$ cat config.mk
export PLATFORM = sky130hd
export DESIGN_NAME = serial_subtractor
export DESIGN_NICKNAME = d
export VERILOG_FILES = /design/src/rtl/serial_subtractor.sv
export SDC_FILE = /design/constraint.sdc
export NUM_CORES = 1
export LEC_CHECK = 0
export BUFFER_PORTS_ARGS = -buffer_cell sky130_fd_sc_hd__buf_4
export CORE_MARGIN = 4
export CORE_UTILIZATION = 50
export CTS_CLUSTER_DIAMETER = 100
export DETAILED_ROUTE_END_ITERATION = 8
export PLACE_DENSITY = 0.77
export SYNTH_ARGS = -nofsm -noshare
export SYNTH_HDL_FRONTEND = slang
export SYNTH_SLANG_ARGS = --single-unit
export TNS_END_PERCENT = 30
$ cat constraint.sdc
create_clock -name clk -period 2.5 [get_ports clk]
set_input_delay 0.5 -clock clk [delete_from_list [all_inputs] [get_ports clk]]
set_output_delay 0.5 -clock clk [all_outputs]
set_load 0.005 [all_outputs]
$ cat src/rtl/serial_subtractor.sv
// Bit-serial two's-complement subtractor: Diff = A - B - Bin, LSB first, one bit per clock.
// Optional signed-overflow output Ovf is enabled with `define SERIAL_SUB_OVF_EN.
module serial_subtractor #(
  parameter int unsigned WIDTH = 10
) (
  input  logic             clk,
  input  logic             rst_n,
  input  logic             start,
  input  logic [WIDTH-1:0] A,
  input  logic [WIDTH-1:0] B,
  input  logic             Bin,
  output logic [WIDTH-1:0] Diff,
  output logic             Bout,
  output logic             busy,
`ifdef SERIAL_SUB_OVF_EN
  output logic             Ovf,
`endif
  output logic             done
);

  localparam int unsigned CW = $clog2(WIDTH + 1);

  typedef enum logic {
    S_IDLE,
    S_RUN
  } state_t;

  state_t           r_state;
  state_t           w_state_nxt;
  logic [CW-1:0]    r_cnt;
  logic [WIDTH-1:0] r_a_sr;
  logic [WIDTH-1:0] r_b_sr;
  logic [WIDTH-1:0] r_d_sr;
  logic             r_br;
  logic             w_accept;
  logic             w_last;
  logic             w_d;
  logic             w_bnext;
  logic [WIDTH-1:0] w_d_shift;

  assign w_d       = r_a_sr[0] ^ r_b_sr[0] ^ r_br;
  assign w_bnext   = (~r_a_sr[0] & r_b_sr[0]) | (~(r_a_sr[0] ^ r_b_sr[0]) & r_br);
  assign w_d_shift = {w_d, r_d_sr[WIDTH-1:1]};
  assign busy      = (r_state == S_RUN);

  always_ff @(posedge clk or negedge rst_n) begin
    if (!rst_n) r_state <= S_IDLE;
    else        r_state <= w_state_nxt;
  end

  always_comb begin
    w_state_nxt = r_state;
    w_accept    = 1'b0;
    w_last      = 1'b0;
    case (r_state)
      S_IDLE: begin
        if (start) begin
          w_accept    = 1'b1;
          w_state_nxt = S_RUN;
        end
      end
      S_RUN: begin
        if (r_cnt == CW'(1)) begin
          w_last      = 1'b1;
          w_state_nxt = S_IDLE;
        end
      end
      default: w_state_nxt = S_IDLE;
    endcase
  end

  always_ff @(posedge clk or negedge rst_n) begin
    if (!rst_n) begin
      r_a_sr <= '0;
      r_b_sr <= '0;
      r_d_sr <= '0;
      r_br   <= 1'b0;
      r_cnt  <= '0;
      Diff   <= '0;
      Bout   <= 1'b0;
      done   <= 1'b0;
    end else begin
      done <= w_last;
      if (w_accept) begin
        r_a_sr <= A;
        r_b_sr <= B;
        r_br   <= Bin;
        r_d_sr <= '0;
        r_cnt  <= CW'(WIDTH);
      end else if (r_state == S_RUN) begin
        r_a_sr <= r_a_sr >> 1;
        r_b_sr <= r_b_sr >> 1;
        r_br   <= w_bnext;
        r_d_sr <= w_d_shift;
        r_cnt  <= r_cnt - 1'b1;
      end
      // Final bit bypasses d_sr so the result lands on the same edge as done.
      if (w_last) begin
        Diff <= w_d_shift;
        Bout <= w_bnext;
      end
    end
  end

`ifdef SERIAL_SUB_OVF_EN
  logic r_a_msb;
  logic r_b_msb;

  always_ff @(posedge clk or negedge rst_n) begin
    if (!rst_n) begin
      r_a_msb <= 1'b0;
      r_b_msb <= 1'b0;
      Ovf     <= 1'b0;
    end else begin
      if (w_accept) begin
        r_a_msb <= A[WIDTH-1];
        r_b_msb <= B[WIDTH-1];
      end
      if (w_last) Ovf <= (r_a_msb != r_b_msb) && (w_d != r_a_msb);
    end
  end
`endif

endmodule

# Yosys cells after proc, flatten, opt, wreduce, memory -nomap -nowiden
# Index checks and enable logic that the tools add are counted.
dict set report classes {
  div 0
  n_lt_le_gt_ge 0
  n_reduce_logical 1
  n_bitwise 8
  add_sub_neg 1
  muxes 16
  n_mul 0
  shifts 0
  eq_ne 1
}
# op count
set ops {}
lappend ops {{2-to-1 mux 10 bit} 6}
lappend ops {{2-to-1 mux 4 bit} 2}
lappend ops {{2-to-1 mux 1 bit} 7}
lappend ops {{equality test 4 x 1 -> 1 bit, second input constant} 1}
lappend ops {{subtractor 4 x 1 -> 4 bit, second input constant} 1}
lappend ops {{NOT 1 bit} 3}
lappend ops {{AND 1 bit} 2}
lappend ops {{case mux 1 bit (2 select lines)} 1}
lappend ops {{nonzero test 2 bit} 1}
lappend ops {{XOR 1 bit} 2}
lappend ops {{bitwise OR 1 bit} 1}
dict set report word_totals {
  out_inout_bits 13
  mem_count 0
  ram_bits 0
  inputBits 24
  register_bits 48
  latch_bits 0
  romBits 0
}

# Logic depth before layout (Yosys ltp)
dict set report depth {
  depth_word 6
  mapped_depth 5
  ltp_nobuf 4
}

# Worst setup path before layout
# OpenSTA, ideal clock, no wires.
dict set report synth_path {
  path_kind {register to register}
  start {reg r_cnt[1]}
  end {reg Diff[2]}
  n_path_buf 1
  stages_incl_launch_ff 6
  setup_slack_ps 1093
  t_arrival_ps 1282
  setup_ps 125
  cell_sequence {dfrtp_1 inv_1 ha_1 and4bb_4 buf_12 mux2_4}
}
dict set report synth_between {
  elab_chain_len 3
}
# item line
set synth_rtl {}
lappend synth_rtl {{start, declared} 30} ;# logic [CW-1:0] r_cnt;
lappend synth_rtl {{start signal, assigned} 89} ;# r_cnt <= CW'(WIDTH);
lappend synth_rtl {{start signal, assigned} 95} ;# r_cnt <= r_cnt - 1'b1;
lappend synth_rtl {{equality test 4 x 1 -> 1 bit} 63} ;# if (r_cnt == CW'(1)) begin
lappend synth_rtl {{2-to-1 mux 1 bit} 63}
lappend synth_rtl {{2-to-1 mux 1 bit} 55} ;# case (r_state)
lappend synth_rtl {{named net w_last} 36} ;# logic w_last;
lappend synth_rtl {{end signal, assigned} 99} ;# Diff <= w_d_shift;
lappend synth_rtl {{end, declared} 12} ;# output logic [WIDTH-1:0] Diff,
# The timed path passes the listed nets, and every way through them passes these cells.
# A chain may end at the register's enable or synchronous reset.

# Worst setup path in the final report
dict set report layout_path {
  start {reg r_cnt[1]}
  end {reg Diff[1]}
}
dict set report layout_between {
  elab_chain_len 3
}
# item line
set layout_rtl {}
lappend layout_rtl {{equality test 4 x 1 -> 1 bit} 63}
lappend layout_rtl {{2-to-1 mux 1 bit} 63}
lappend layout_rtl {{2-to-1 mux 1 bit} 55}
# No other way between the ends.

==> results.txt <==
----------------------------------------------------
[CTS]
  Clock edge transition at the registers on the reported setup and hold paths ... 0.09 ns
  Max clock buf depth ... 2
  Hold buffer count at cts ... 0
  Number of setup buffers added after CTS ... 0
  Clock root buffer ... sky130_fd_sc_hd__clkbuf_8
  TritonCTS clock tree ... done
  Count of H-tree levels built during CTS ... 2
  Clock latency on the worst-skew pair ... approximately 0.3 ns
  Resized Gates After CTS ... 0
  Number of sinks driven by the clock tree ... 47
  TritonCTS buffer count ... 5

[Placement]
  Dpl ws ... 0.757 ns
  Count of buffers inserted at the top-level ports ... 36
  Final HPWL from detailed placement ... around 2.6 mm
  Final RePlAce weighted congestion ... 0.672

[Finish]
  Top library cells by usage in the layout, fill and taps aside ... 47 x sky130_fd_sc_hd__dfrtp_1, 38 x sky130_fd_sc_hd__buf_4, 23 x sky130_fd_sc_hd__mux2i_1, 18 x sky130_fd_sc_hd__nand2_1, 18 x sky130_fd_sc_hd__o21ai_0
  Number of inserted diodes ... 0
  Final-stage net count ... 218
  Post-layout utilization of the core ... between 60 and 70%
  Most common library cell in the layout ignoring fill and taps ... sky130_fd_sc_hd__dfrtp_1
  Layout cell share with drive strength beyond 1 ... 30.2%
  Area growth syn-to-layout ... 20.2%

[Route]
  1st-pass router iterations ... 4
  Average wire per standard cell ... ~15 µm
  Residual DRC count ... 0
  Routed WL ... 3.67 mm
  Count of nets left with antenna violations after detail routing ... 0
  Via count of the routed design ... around 1,300
  Initial drt markers ... 71
  Mean number of vias per cell ... 5.32

[STA]
  Worst slew margin relative to its limit ... 48.7%
  Unrepaired setup endpoints after global routing ... false
  Maximum achievable frequency ... 0.627 GHz
  Setup TNS ... 0 ns
  Tightest Pin Transition ... 0.767 ns
  Post-layout min period ... 1.60 ns
  Worst path setup slack after routing ... 0.905 ns
  Layout Skew ... between 0.006 and 0.007 ns
  Pins over their slew limit ... 0
  Finish-stage setup viols ... 0
  Final Hold Vio Count ... 0
  Final worst-path cycle share ... 63.8%

[Logic synthesis]
  Synthesis warning total ... 0
  Syn Inst Count ... 157
  Top flip-flop cell by instance count after synthesis ... sky130_fd_sc_hd__dfrtp_1
  Average footprint of a synthesized cell ... between 10 and 15 µm²
  Sequential share of the synthesized area ... 58.4%
  Post-synthesis sequential element count ... 47
  Async set-or-reset flop fraction in the synthesized netlist ... 100%
  Post-synthesis net count ... 184
  Synth cell types ... 23
  EDFF count, synth ... 0
  Post-Syn Area ... 2010 µm²

[GRT]
  Peak-usage layer in the global routing report ... met2
  Global-route usage over all layers ... 16.0%
  Global-route wire length before repair ... 6.45 mm
  Met1 track demand over resource in global routing ... 21.1%
  Vias in the first global route ... about 1,400
  Met2 Usage GRT ... 25.3%
  Largest net degree at the start of global routing ... 48
  Total congestion overflow ... 0
  Met3 Resource Use GR ... 4.91%
  Initial antenna violation count ... 0

[Critical path]
  Crit path largest cell delay ... 0.42 ns
  Launch instance of the worst register-to-register path ... r_cnt[1]
  Maximum fanout along the worst path ... 13
  Arr. time, crit path ... between 1.5 and 2 ns
  Logic depth of the worst path, buffers included ... 4
  Library cell contributing the largest single delay on the critical path ... sky130_fd_sc_hd__and4bb_4
  Critical Path Source Type ... flip-flop
  Endpoint type of the worst setup path ... flip-flop
  Worst reg-to-reg path cell count ... 4
  Series of cell instances along the critical path ... inv_1 -> ha_1 -> and4bb_4 -> mux2_2
  Critical path buffers and inverters ... 1
  Capture instance of the worst register-to-register path ... Diff[1]
  Worst setup path category ... flip-flop to flip-flop
  Data required time at the worst endpoint ... 2.69 ns
  Critical path's top delay family ... simple AND/OR/NAND/NOR gates
  Register-to-register path setup slack ... 0.90 ns

[Die]
  Height of the chip ... approximately 71 µm
  Die W ... 71.5 µm
  Placement Rows ... 22
  Placeable core area ... 3770 µm²
  Initial core utilization ... 53.4%
  Number of ports placed on the die boundary ... 37
  Overall die area ... 5110 µm²

[Pwr]
  Design internal power ... 0.00201 W
  Net switching power of the design ... 0.000887 W
  Peak ir drop on the vdd network ... 469 µV
  Leakage power ... 1.20 nW
  Total power density per cell area ... 1200 nW/µm²
  Sequential share of power ... between 40 and 50%
  Sum of internal, switching and leakage power ... 0.00290 W
  Clock network power share ... between 20% and 30%
  Combinational group share of total power ... between 30 and 40%
  Fraction of power spent switching nets ... 30.6%

[Hold path]
  Classification of the worst-slack hold path ... primary input to asynchronous set/reset pin

[Run]
  Max Cap Violations ... 0

[Run status]
  Outcome ... completed

----------------------------------------------------
[cell usage after synthesis (2+ instances only)]
master / number / area [µm²]
sky130_fd_sc_hd__a22o_1: 10 / 87.6
sky130_fd_sc_hd__buf_2: 2 / 10.0
sky130_fd_sc_hd__buf_4: 2 / 15.0
sky130_fd_sc_hd__clkbuf_1: 5 / 18.8
sky130_fd_sc_hd__dfrtp_1: 47 / 1180
sky130_fd_sc_hd__ha_1: 2 / 25.0
sky130_fd_sc_hd__inv_1: 5 / 18.8
sky130_fd_sc_hd__mux2_2: 4 / 45.0
sky130_fd_sc_hd__mux2_4: 7 / 105
sky130_fd_sc_hd__mux2i_1: 23 / 230
sky130_fd_sc_hd__nand2_1: 18 / 67.6
sky130_fd_sc_hd__nor2_1: 4 / 15.0
sky130_fd_sc_hd__o21ai_0: 18 / 90.1
[per-stage QoR]
| stage | instance area (µm²) | hold WS (ns) | std cells |
|---|---|---|---|
| floorplan | 2010 | 0.204 | 157 |
| global placement | 2280 | 0.463 | 232 |
| detailed placement | 2280 | 0.477 | 232 |
| CTS | 2420 | 0.207 | 240 |
| global route | 2420 | 0.232 | 240 |
| finish | 2420 | 0.186 | 240 |
[power by group through the flow]
stage               clock [W]  sequential (W)  combinational [W]
floorplan                   0         0.00125           0.000677
global placement            0         0.00128           0.000917
detailed placement          0         0.00130           0.000969
CTS                  0.000672         0.00129           0.000973
global route         0.000700         0.00133            0.00108
finish               0.000655         0.00129           0.000958
[worst max-delay path by stage]
| stage | from | end | slack, ns |
|---|---|---|---|
| floorplan | r_cnt[1] | Diff[2] | 1.09 |
| global placement | start | r_cnt[0] | 0.84 |
| detailed placement | start | r_cnt[0] | 0.76 |
| CTS | busy | Diff[1] | 0.90 |
| global route | busy | r_cnt[0] | 0.74 |
| finish | r_cnt[1] | Diff[1] | 0.90 |
[kinds of logic after synthesis]
group | Yosys count | share of synthesized area [%]
compound gates | 31 | 9.88
mux | 34 | 18.9
flops | 47 | 58.4
simple gates | 25 | 5.53
fa+ha+maj | 3 | 2.24
xor+xnor | 1 | 0.435
buf+inv | 16 | 4.66
[worst reg2reg max path: stages (launching register included)]
cell and delay, ns:
sky130_fd_sc_hd__dfrtp_1 0.41, sky130_fd_sc_hd__inv_1 0.12, sky130_fd_sc_hd__ha_1 0.15, sky130_fd_sc_hd__and4bb_4 0.42, sky130_fd_sc_hd__mux2_2 0.38
[final cells by class]
| type | instances | area [µm²] |
|---|---|---|
| tap | 48 | 60.1 |
| clock buffer | 5 | 68.8 |
| inverter | 5 | 18.8 |
| sequential | 47 | 1180 |
| clock inverter | 3 | 67.6 |
| fill | 300 | 1350 |
| multi-input combinational | 94 | 744 |
| timing repair buffer | 38 | 285 |
[flip-flops by register name, indices dropped and copies added (netlist names)]
name / cells
done: 1
busy: 1
r_b_sr: 10
r_a_sr: 10
r_br: 1
r_cnt: 4
r_d_sr: 9
Bout: 1
Diff: 10
[per-layer routing]
metal	vias up	share of wire (%)
met5	-	0
met4	0	1.3
met3	5	6.8
met2	39	47
met1	617	45
li1	615	-
Note: power is estimated with default switching activity, not from simulation.
